`src/rtl/xor_stream_pkg.sv`:
```
// Shared types and constants for the XOR bit-stream framer.
// The optional XOR_FRAMER_ODD_PARITY_EN macro is consumed by the top-level framer.
package xor_stream_pkg;

    typedef enum logic [1:0] {
        IDLE    = 2'd0,
        COLLECT = 2'd1,
        HOLD    = 2'd2
    } state_t;

    localparam int FRAME_LEN_DEFAULT = 4;
    localparam int FRAME_LEN_MAX     = 32;

endpackage

```
`src/rtl/xor_stream_framer_beat_counter.sv`:
```
// Beat counter for the framer: counts accepted beats and flags the one that completes a frame.
// last is combinational with inc so the FSM can leave COLLECT on the same edge.
module framer_beat_counter #(
    parameter int FRAME_LEN = 4
) (
    input  logic clk,
    input  logic rst_n,
    input  logic inc,
    input  logic clr,
    output logic last
);

    localparam int CNT_W = $clog2(FRAME_LEN + 1);
    localparam logic [CNT_W-1:0] LAST_IDX = CNT_W'(FRAME_LEN - 1);
    localparam logic [CNT_W-1:0] FULL     = CNT_W'(FRAME_LEN);

    logic [CNT_W-1:0] cnt_q;

    assign last = inc && (cnt_q == LAST_IDX);

    // Saturates at FRAME_LEN; only clr brings it back to zero.
    always_ff @(posedge clk or negedge rst_n) begin
        if (!rst_n) begin
            cnt_q <= '0;
        end else if (clr) begin
            cnt_q <= '0;
        end else if (inc && (cnt_q != FULL)) begin
            cnt_q <= cnt_q + CNT_W'(1);
        end
    end

endmodule

```
`src/rtl/xor_stream_framer.sv`:
```
// Collects serial XOR result bits into FRAME_LEN-bit frames with a parity bit on a valid/ready output.
// Define XOR_FRAMER_ODD_PARITY_EN to produce odd parity instead of even parity.
//
// Handshakes: a beat transfers on any rising edge where valid && ready are both high;
// valid never waits on ready, and in_ready is a pure decode of the registered state.
module xor_stream_framer
    import xor_stream_pkg::*;
#(
    parameter int FRAME_LEN = FRAME_LEN_DEFAULT
) (
    input  logic                 clk,
    input  logic                 rst_n,
    input  logic                 x_bit,
    input  logic                 in_valid,
    output logic                 in_ready,
    output logic [FRAME_LEN-1:0] out_data,
    output logic                 out_parity,
    output logic                 out_valid,
    input  logic                 out_ready,
    output logic                 busy,
    output state_t               dbg_state
);

`ifdef XOR_FRAMER_ODD_PARITY_EN
    localparam logic PARITY_INV = 1'b1;
`else
    localparam logic PARITY_INV = 1'b0;
`endif

    state_t               state_q;
    state_t               state_d;
    logic [FRAME_LEN-1:0] shift_q;
    logic [FRAME_LEN-1:0] shift_next;
    logic                 par_q;
    logic                 par_next;
    logic [FRAME_LEN-1:0] out_data_q;
    logic                 out_parity_q;
    logic                 accept;
    logic                 handoff;
    logic                 last_beat;

    assign in_ready  = (state_q != HOLD);
    assign out_valid = (state_q == HOLD);
    assign busy      = (state_q != IDLE);
    assign dbg_state = state_q;

    assign accept  = in_valid && in_ready;
    assign handoff = out_valid && out_ready;

    generate
        if (FRAME_LEN == 1) begin : g_single
            assign shift_next = x_bit;
        end else begin : g_multi
            assign shift_next = {shift_q[FRAME_LEN-2:0], x_bit};
        end
    endgenerate

    assign par_next = par_q ^ x_bit;

    framer_beat_counter #(
        .FRAME_LEN (FRAME_LEN)
    ) u_beat_counter (
        .clk   (clk),
        .rst_n (rst_n),
        .inc   (accept),
        .clr   (handoff),
        .last  (last_beat)
    );

    always_ff @(posedge clk or negedge rst_n) begin
        if (!rst_n) begin
            state_q <= IDLE;
        end else begin
            state_q <= state_d;
        end
    end

    always_comb begin
        state_d = state_q;
        case (state_q)
            IDLE: begin
                if (accept) begin
                    state_d = last_beat ? HOLD : COLLECT;
                end
            end
            COLLECT: begin
                if (accept && last_beat) begin
                    state_d = HOLD;
                end
            end
            HOLD: begin
                if (out_ready) begin
                    state_d = IDLE;
                end
            end
            default: state_d = IDLE;
        endcase
    end

    // Assembly path: cleared on handoff so the next frame starts from zero.
    always_ff @(posedge clk or negedge rst_n) begin
        if (!rst_n) begin
            shift_q <= '0;
            par_q   <= 1'b0;
        end else if (handoff) begin
            shift_q <= '0;
            par_q   <= 1'b0;
        end else if (accept) begin
            shift_q <= shift_next;
            par_q   <= par_next;
        end
    end

    // Output frame is captured on the completing beat and kept after the handoff.
    always_ff @(posedge clk or negedge rst_n) begin
        if (!rst_n) begin
            out_data_q   <= '0;
            out_parity_q <= 1'b0;
        end else if (last_beat) begin
            out_data_q   <= shift_next;
            out_parity_q <= par_next ^ PARITY_INV;
        end
    end

    assign out_data   = out_data_q;
    assign out_parity = out_parity_q;

endmodule

```
`config.mk`:
```
export PLATFORM = sky130hd
export DESIGN_NAME = xor_stream_framer
export DESIGN_NICKNAME = d
export VERILOG_FILES = /design/src/rtl/xor_stream_pkg.sv /design/src/rtl/xor_stream_framer_beat_counter.sv /design/src/rtl/xor_stream_framer.sv
export SDC_FILE = /design/constraint.sdc
export NUM_CORES = 1
export LEC_CHECK = 0
export ABC_AREA = 1
export CORE_AREA = 2 2 41 43
export CTS_CLUSTER_SIZE = 16
export DETAILED_ROUTE_END_ITERATION = 16
export DIE_AREA = 0 0 43 45
export HOLD_SLACK_MARGIN = 0.05
export PLACE_DENSITY_LB_ADDON = 0.1
export SYNTH_ARGS = -nofsm -noshare
export SYNTH_HDL_FRONTEND = slang
export SYNTH_HIERARCHICAL = 1
export SYNTH_SLANG_ARGS = --single-unit
```
`constraint.sdc`:
```
create_clock -name clk -period 1.5 [get_ports clk]
set_input_delay 0.3 -clock clk [delete_from_list [all_inputs] [get_ports clk]]
set_output_delay 0.3 -clock clk [all_outputs]
set_load 0.1 [all_outputs]
```
# Yosys cells after proc, flatten, opt, wreduce, memory -nomap -nowiden
# Cells that the tools add are included.
# classes
addsub	1
n_eq_ne	8
muxes	11
bitwise	1
n_reduce_logical	10
# op_table
operator	count
two-way mux 3 bit	4
two-way mux 2 bit	4
inequality test 2 bit, second input constant	3
case mux 2 bit (3 select lines)	1
nonzero test 2 bit	3
logical AND 1 bit	5
adder 3 x 1 -> 3 bit, second input constant	1
== test 3 x 2 -> 1 bit, second input constant	1
inequality test 3 bit, second input constant	1
AND reduction 3 bit	1
== test 2 x 1 -> 1 bit, second input constant	1
== test 2 bit, second input constant	1
zero test 2 bit	1
two-way mux 1 bit	2
inequality test 2 x 1 -> 1 bit, second input constant	1
bitwise XOR 1 bit	1
# word_totals
register_bits	14
inputBits	5
output_inout_bits	10
word_cells	37

# Depth between registers and ports, before layout
# Gate-level depths: netlist (run 1).
# logic_depth
word_depth	6
depth_mapped	8
ltp_nobuf	7

# Cells and area by module
# The synthesis (run 1) kept the hierarchy.
# modules_own_cells
mod	n_inst	cells_each	area_per_inst_um2
xor_stream_framer	1	57	471.7
framer_beat_counter	1	24	196.4

# Worst setup path before layout (run 1)
# Ideal clock, no wire load.
# synth_path
kind	flip-flop to output port
startpoint	register state_q[1] (netlist: dbg_state[1])
endpoint	output out_valid
t_arrival_ns	2.374
required_time_ns	1.200
slack_ns	-1.174
stages_incl_launch_ff	3
n_path_buf	0
path_cell_list	dfrtp_1 nand2_2 inv_1
# synth_between
elab_chain_cells	1
# synth_rtl
item	line	source
start: declaration	xor_stream_framer.sv:30	state_t state_q;
start signal: assignment	xor_stream_framer.sv:74	state_q <= state_d;
== test 2 bit	xor_stream_framer.sv:43	assign out_valid = (state_q == HOLD);
end: declaration	xor_stream_framer.sv:18	output logic out_valid,
# Every way passes these cells.

# Worst setup path after layout (run 1)
# layout_path
startpoint	register state_q[0] (netlist: dbg_state[0])
endpoint	output out_valid
# The elaborated chain is that of the path after synthesis.

==> results of run 1 <==
[cells by family (layout without fill, tap and decap cells)]
kind of cell / count (synthesis) / in the layout / share of synthesized area [%]
buffers and inverters: 13 / 35 / 7.49
adders and majority gates: 3 / 3 / 5.62
and+or+nand+nor: 48 / 48 / 30.9
AOI/OAI and AO/OA: 3 / 3 / 3.56
DFF: 14 / 14 / 52.4
[worst min-delay path by stage]
| stage | start | endpoint | depth (start not counted) |
|---|---|---|---|
| floorplan | rst_n | out_data[0] | 0 |
| global placement | shift_q[2] | out_data[3] | 2 |
| global route | rst_n | dbg_state[1] | 2 |
| detailed placement | shift_q[2] | out_data[3] | 2 |
| CTS | rst_n | dbg_state[0] | 2 |
| finish | rst_n | shift_q[2] | 2 |
[metrics by stage]
step / util, % / area [um^2] / worst slack, ns / cells / power (mW)
floorplan: - / 696 / -0.293 / 81 / 1.47
global placement: 66.7 / 981 / 0.0600 / 114 / 1.94
detailed placement: 66.7 / 981 / 0.0353 / 114 / 1.97
CTS: 69.0 / 1010 / -0.0595 / 118 / 2.20
global route: 69.5 / 1020 / -0.0983 / 119 / 2.32
finish: 69.5 / 1020 / -0.0460 / 119 / 2.20
[flip-flops by register name, indices dropped and copies added (netlist names)]
| name | cells |
|---|---|
| shift_q | 3 |
| u_beat_counter/cnt_q | 3 |
| out_parity | 1 |
| out_data | 4 |
| par_q | 1 |
| dbg_state | 2 |
[layer usage]
layer / vias up / GRT usage [%]
li1: 298 / -
met1: 280 / 21.4
met2: 14 / 28.8
met3: 5 / 5.20
met4: 0 / 9.09
met5: - / 0
[cell type report]
type / count / area (um^2) / share of cell area [%]
timing repair buffer: 20 / 285 / 27.9
multi-input combinational: 54 / 284 / 27.8
inverter: 12 / 52.6 / 5.14
clock buffer: 3 / 22.5 / 2.20
sequential: 14 / 358 / 35.0
tap: 16 / 20.0 / 1.96
[worst register-to-register path, delay by kind of cell (launching register included)]
family,cells,cell delay (ns)
AND/OR/NAND/NOR,3,0.19
flip-flops,1,0.43
AO/OA/AOI/OAI,1,0.13
buffers and inverters,3,0.52
[what timing repair did]
action                                  in CTS  in global routing
resized for setup                            1                  2
pin swaps                                    0                  0
endpoints found under the setup margin       3                  3
buffers inserted                             1                  1
[synth_stat cells]
cell      count  share of area, %
nand2_1      30                17
dfrtp_1      14                52
inv_1        11               6.2
nand3_1       9               6.7
ha_1          3               5.6
nand2_2       3               2.8
nand4_1       3               2.8
nor2_1        3               1.7
a211oi_1      1               1.1
a21boi_2      1               1.7
buf_2         1              0.75
inv_2         1              0.56
o21ai_1       1              0.75
[power by group through the flow]
stage	Combinational, mW	Sequential (mW)	Clock (mW)
after global routing	1.43	0.664	0.223
final	1.35	0.645	0.206
after CTS	1.34	0.645	0.211
after floorplan	0.354	1.11	0
after detailed placement	1.31	0.654	0
after global placement	1.30	0.646	0
==> results.cfg, run 1 <==
[grt]
antenna_found_initial = 0
grt_usage_pct = 17.6
grt_max_degree = 15
grt_pass1_vias = 568
gr-total-overflow = 0
grt_pass1_wl_mm = 2.46

[floorplan]
num_rows = 14
initial_core_util_pct = 45.4
die_y_um = 45
top_level_ports = 15
fp.dieW_um = 43
core_area_um2 = 1470
fp.dieArea_um2 = 1940

[yosys]
seq_area_frac_synth_pct = 52.4
ys_types = 13
syn_area_um2 = 668
syn_inst = 81
syn-num-nets = 89
yosys_warnings = 6
avgSynthCellArea_um2 = 8.25
ys_ff_latch = 14

[setup_path]
worstSetupPathType = reg -> out
worst_setup_path_end_kind = primary output
worstReg2RegEnd = u_beat_counter/cnt_q[0]
cp_slowest_stage_delay_ns = 0.43
critPathTopFamily = flip-flops
crit_chain = clkinvlp_4 > nand2_8 > clkinvlp_4 > buf_12
path_depth = 4
path_common_cell = clkinvlp_4
arrival_ns = 1.25
rrSetupSlack_ns = 0.12
cp-startpoint = dbg_state[0]
crit_path_start_kind = flip-flop
crit_required_ns = 1.20
path_buf_inv = 3
cp_slowest_cell = dfrtp_4
worstRegToRegCells = 7
critical_path_peak_fanout = 4
r2r_start = dbg_state[0]
endpoint = out_valid

[timing]
skew_ns = 0.00261
tightest_slew_ns = 0.207
slew_viol_final = 0
tns_ns = -0.0460
relSlewSlack_pct = 86.1
hold_viol_final = 0
setup_ws_ns = -0.0460
period_share_pct = 103
min_period_ns = 1.55
setup_viol = 1
max_freq_ghz = 0.647
rsz0062_at_grt = true
whs_ns = 0.327

[clock_network]
clk_latency_ns = 0.27
cts_sinks = 14
cts_hold_buf = 0
cts_root_buf = clkbuf_4
numCtsBuffers = 3
cts_tree = done
htree_levels = 1
clk_pin_slew_ns = 0.08
cts.path.max_buffers = 2

[route]
wl_per_cell_um = 11.8
wl_met2_um = 713
wl_met1_um = 611
dr_total_vias = 597
wl_mm = 1.41
drt_iter0_markers = 10
viasPerCell = 5.02
top_layer = met4
wl_met3_um = 55
antenna_left = 0
drtPass1Iterations = 4
drc = 0

[pwr]
p_leak_nw = 0.520
power.internal_mw = 1.09
switching_share_pct = 50.5
irDropWorstVdd_v = 0.00147
p_clk_share_pct = 9.4
p_comb_share_pct = 61.3
p_per_area_nw_per_um2 = 2150
seqPwrFrac_pct = 29.3
p_switching_mw = 1.11

[place]
globalplace.congestion = 0.768
port_buffers = 14
hpwlAfterDp_mm = 1.09

[final_layout]
antenna_cells = 0
drive_gt1_share_pct = 30.1
most-common-layout-cells = 29 x nand2_1, 12 x dfrtp_1, 10 x buf_12, 9 x nand3_1, 7 x inv_1
final_common_cell = nand2_1
layout.nets = 113
fillers = 121
area_delta_synth_final_pct = 53.0

[status]
violations = negative setup slack
status = finished, violations left

[min_path]
hp-class = in -> async

[run]
drv_cap = 0
Power figures use the tool's default switching activity.
==> run 2: changes to the inputs <==
--- a/config.mk
+++ b/config.mk
@@ -12,6 +12,7 @@
 export DIE_AREA = 0 0 43 45
 export HOLD_SLACK_MARGIN = 0.05
 export PLACE_DENSITY_LB_ADDON = 0.1
+export SETUP_SLACK_MARGIN = 0.2
 export SYNTH_ARGS = -nofsm -noshare
 export SYNTH_HDL_FRONTEND = slang
 export SYNTH_HIERARCHICAL = 1
==> results.cfg, run 2 (synthesis gave the netlist of run 1 again) <==
[status]
status = finished, violations left
violations = negative setup slack

[place]
globalplace.congestion = 0.768
placed_cells = 114
hpwlAfterDp_mm = 1.09
port_buffers = 14

[route]
antenna_left = 0
drc = 0
wl_per_cell_um = 11.9
viasPerCell = 5.03
drtPass1Iterations = 4
wl_mm = 1.47
dr_total_vias = 619
drt_iter0_markers = 10

[setup_path]
worstReg2RegEnd = out_data[1]
rrSetupSlack_ns = 0.12
r2r_start = dbg_state[0]
arrival_ns = 1.23
endpoint = out_valid
worst_setup_path_end_kind = primary output
worstRegToRegCells = 8
critical_path_peak_fanout = 4
cp-startpoint = dbg_state[0]
crit_path_start_kind = flip-flop
worstSetupPathType = reg -> out
crit_required_ns = 1.20

[timing]
setup_viol = 1
hold_viol_final = 0
max_freq_ghz = 0.652
setup_ws_ns = -0.0333
relSlewSlack_pct = 86.0
whs_ns = 0.330
rsz0062_at_grt = true
skew_ns = 0.00180
min_period_ns = 1.53
tightest_slew_ns = 0.209
period_share_pct = 102
slew_viol_final = 0
tns_ns = -0.0333

[clock_network]
cts_tree = done
cts.path.max_buffers = 2
clk_pin_slew_ns = 0.08
htree_levels = 1
numCtsBuffers = 3
clk_latency_ns = 0.27
cts_sinks = 14
cts_root_buf = clkbuf_4

[pwr]
p_comb_share_pct = 61.7
power.internal_mw = 1.10
seqPwrFrac_pct = 29.0
switching_share_pct = 50.4
p_leak_nw = 0.545
p_clk_share_pct = 9.2
irDropWorstVdd_v = 0.00148
p_switching_mw = 1.12
p_per_area_nw_per_um2 = 2080

[floorplan]
core_area_um2 = 1470
initial_core_util_pct = 45.4
die_y_um = 45
fp.dieArea_um2 = 1940
num_rows = 14
fp.dieW_um = 43
top_level_ports = 15

[grt]
grt_pass1_vias = 581
grt_max_degree = 15
grt_usage_pct = 18.2
grt_pass1_wl_mm = 2.54
gr-total-overflow = 0
antenna_found_initial = 0

[final_layout]
drive_gt1_share_pct = 32.7
final_common_cell = nand2_1
instances_no_fill = 123
layout.nets = 117
antenna_cells = 0
area_delta_synth_final_pct = 59.2
largest_reg_flops = 4
most-common-layout-cells = 29 x nand2_1, 12 x dfrtp_1, 10 x buf_12, 9 x nand3_1, 9 x buf_4

[min_path]
hp-class = in -> async

[run]
drv_cap = 0
==> run 2: critical path, stage by stage, from the launching register on <==
cell and delay, ns:
dfrtp_4 0.43, clkinvlp_4 0.16, nand2_8 0.11, clkinvlp_4 0.09, buf_12 0.17
==> run 2: stage by stage <==
step                utilization [%]  total power, mW  setup slack [ns]  cell area, um^2
CTS                            70.2             2.21           -0.0539             1030
floorplan                         -             1.47            -0.293              696
global placement               66.7             1.94            0.0600              981
global route                   72.3             2.33           -0.0856             1060
finish                         72.3             2.21           -0.0333             1060
detailed placement             66.7             1.97            0.0353              981
==> run 2: worst min path at each step <==
| stage | to | slack, ns | cells past startpoint |
|---|---|---|---|
| floorplan | out_data[0] | 0.004 | 0 |
| global placement | out_data[3] | 0.48 | 2 |
| detailed placement | out_data[3] | 0.48 | 2 |
| CTS | dbg_state[0] | 0.34 | 2 |
| global route | dbg_state[1] | 0.34 | 2 |
| finish | dbg_state[1] | 0.33 | 2 |
==> run 2: layout make-up <==
class | count | area [um^2]
well taps | 16 | 20.0
flip-flops and latches | 14 | 358
fillers | 116 | 408
multi-input cells | 54 | 292
clock buffers | 3 | 22.5
repair buffers | 24 | 319
inverters | 12 | 52.6
==> run 2: routing by layer <==
layer	routed length, um	global-route usage (%)	vias up	share of wire, %
li1	-	-	307	-
met1	628	22.1	290	43
met5	0	0	-	0
met4	28	9.09	0	1.9
met3	66	5.20	5	4.5
met2	744	30.0	17	51
==> run 2: what timing repair did <==
item / 4_1_cts / 5_1_grt
resized for setup: 4 / 1
endpoints found under the setup margin: 12 / 14
buffers inserted: 3 / 3
hold buffers: 0 / 0
pin swaps: 1 / 1
==> run 2: power by group through the flow <==
stage	logic, mW	clock network [mW]	registers, mW
6_report	1.37	0.204	0.643
5_1_grt	1.45	0.223	0.660
4_1_cts	1.35	0.211	0.642
3_5_place_dp	1.31	0	0.654
3_3_place_gp	1.30	0	0.646
2_1_floorplan	0.354	0	1.11
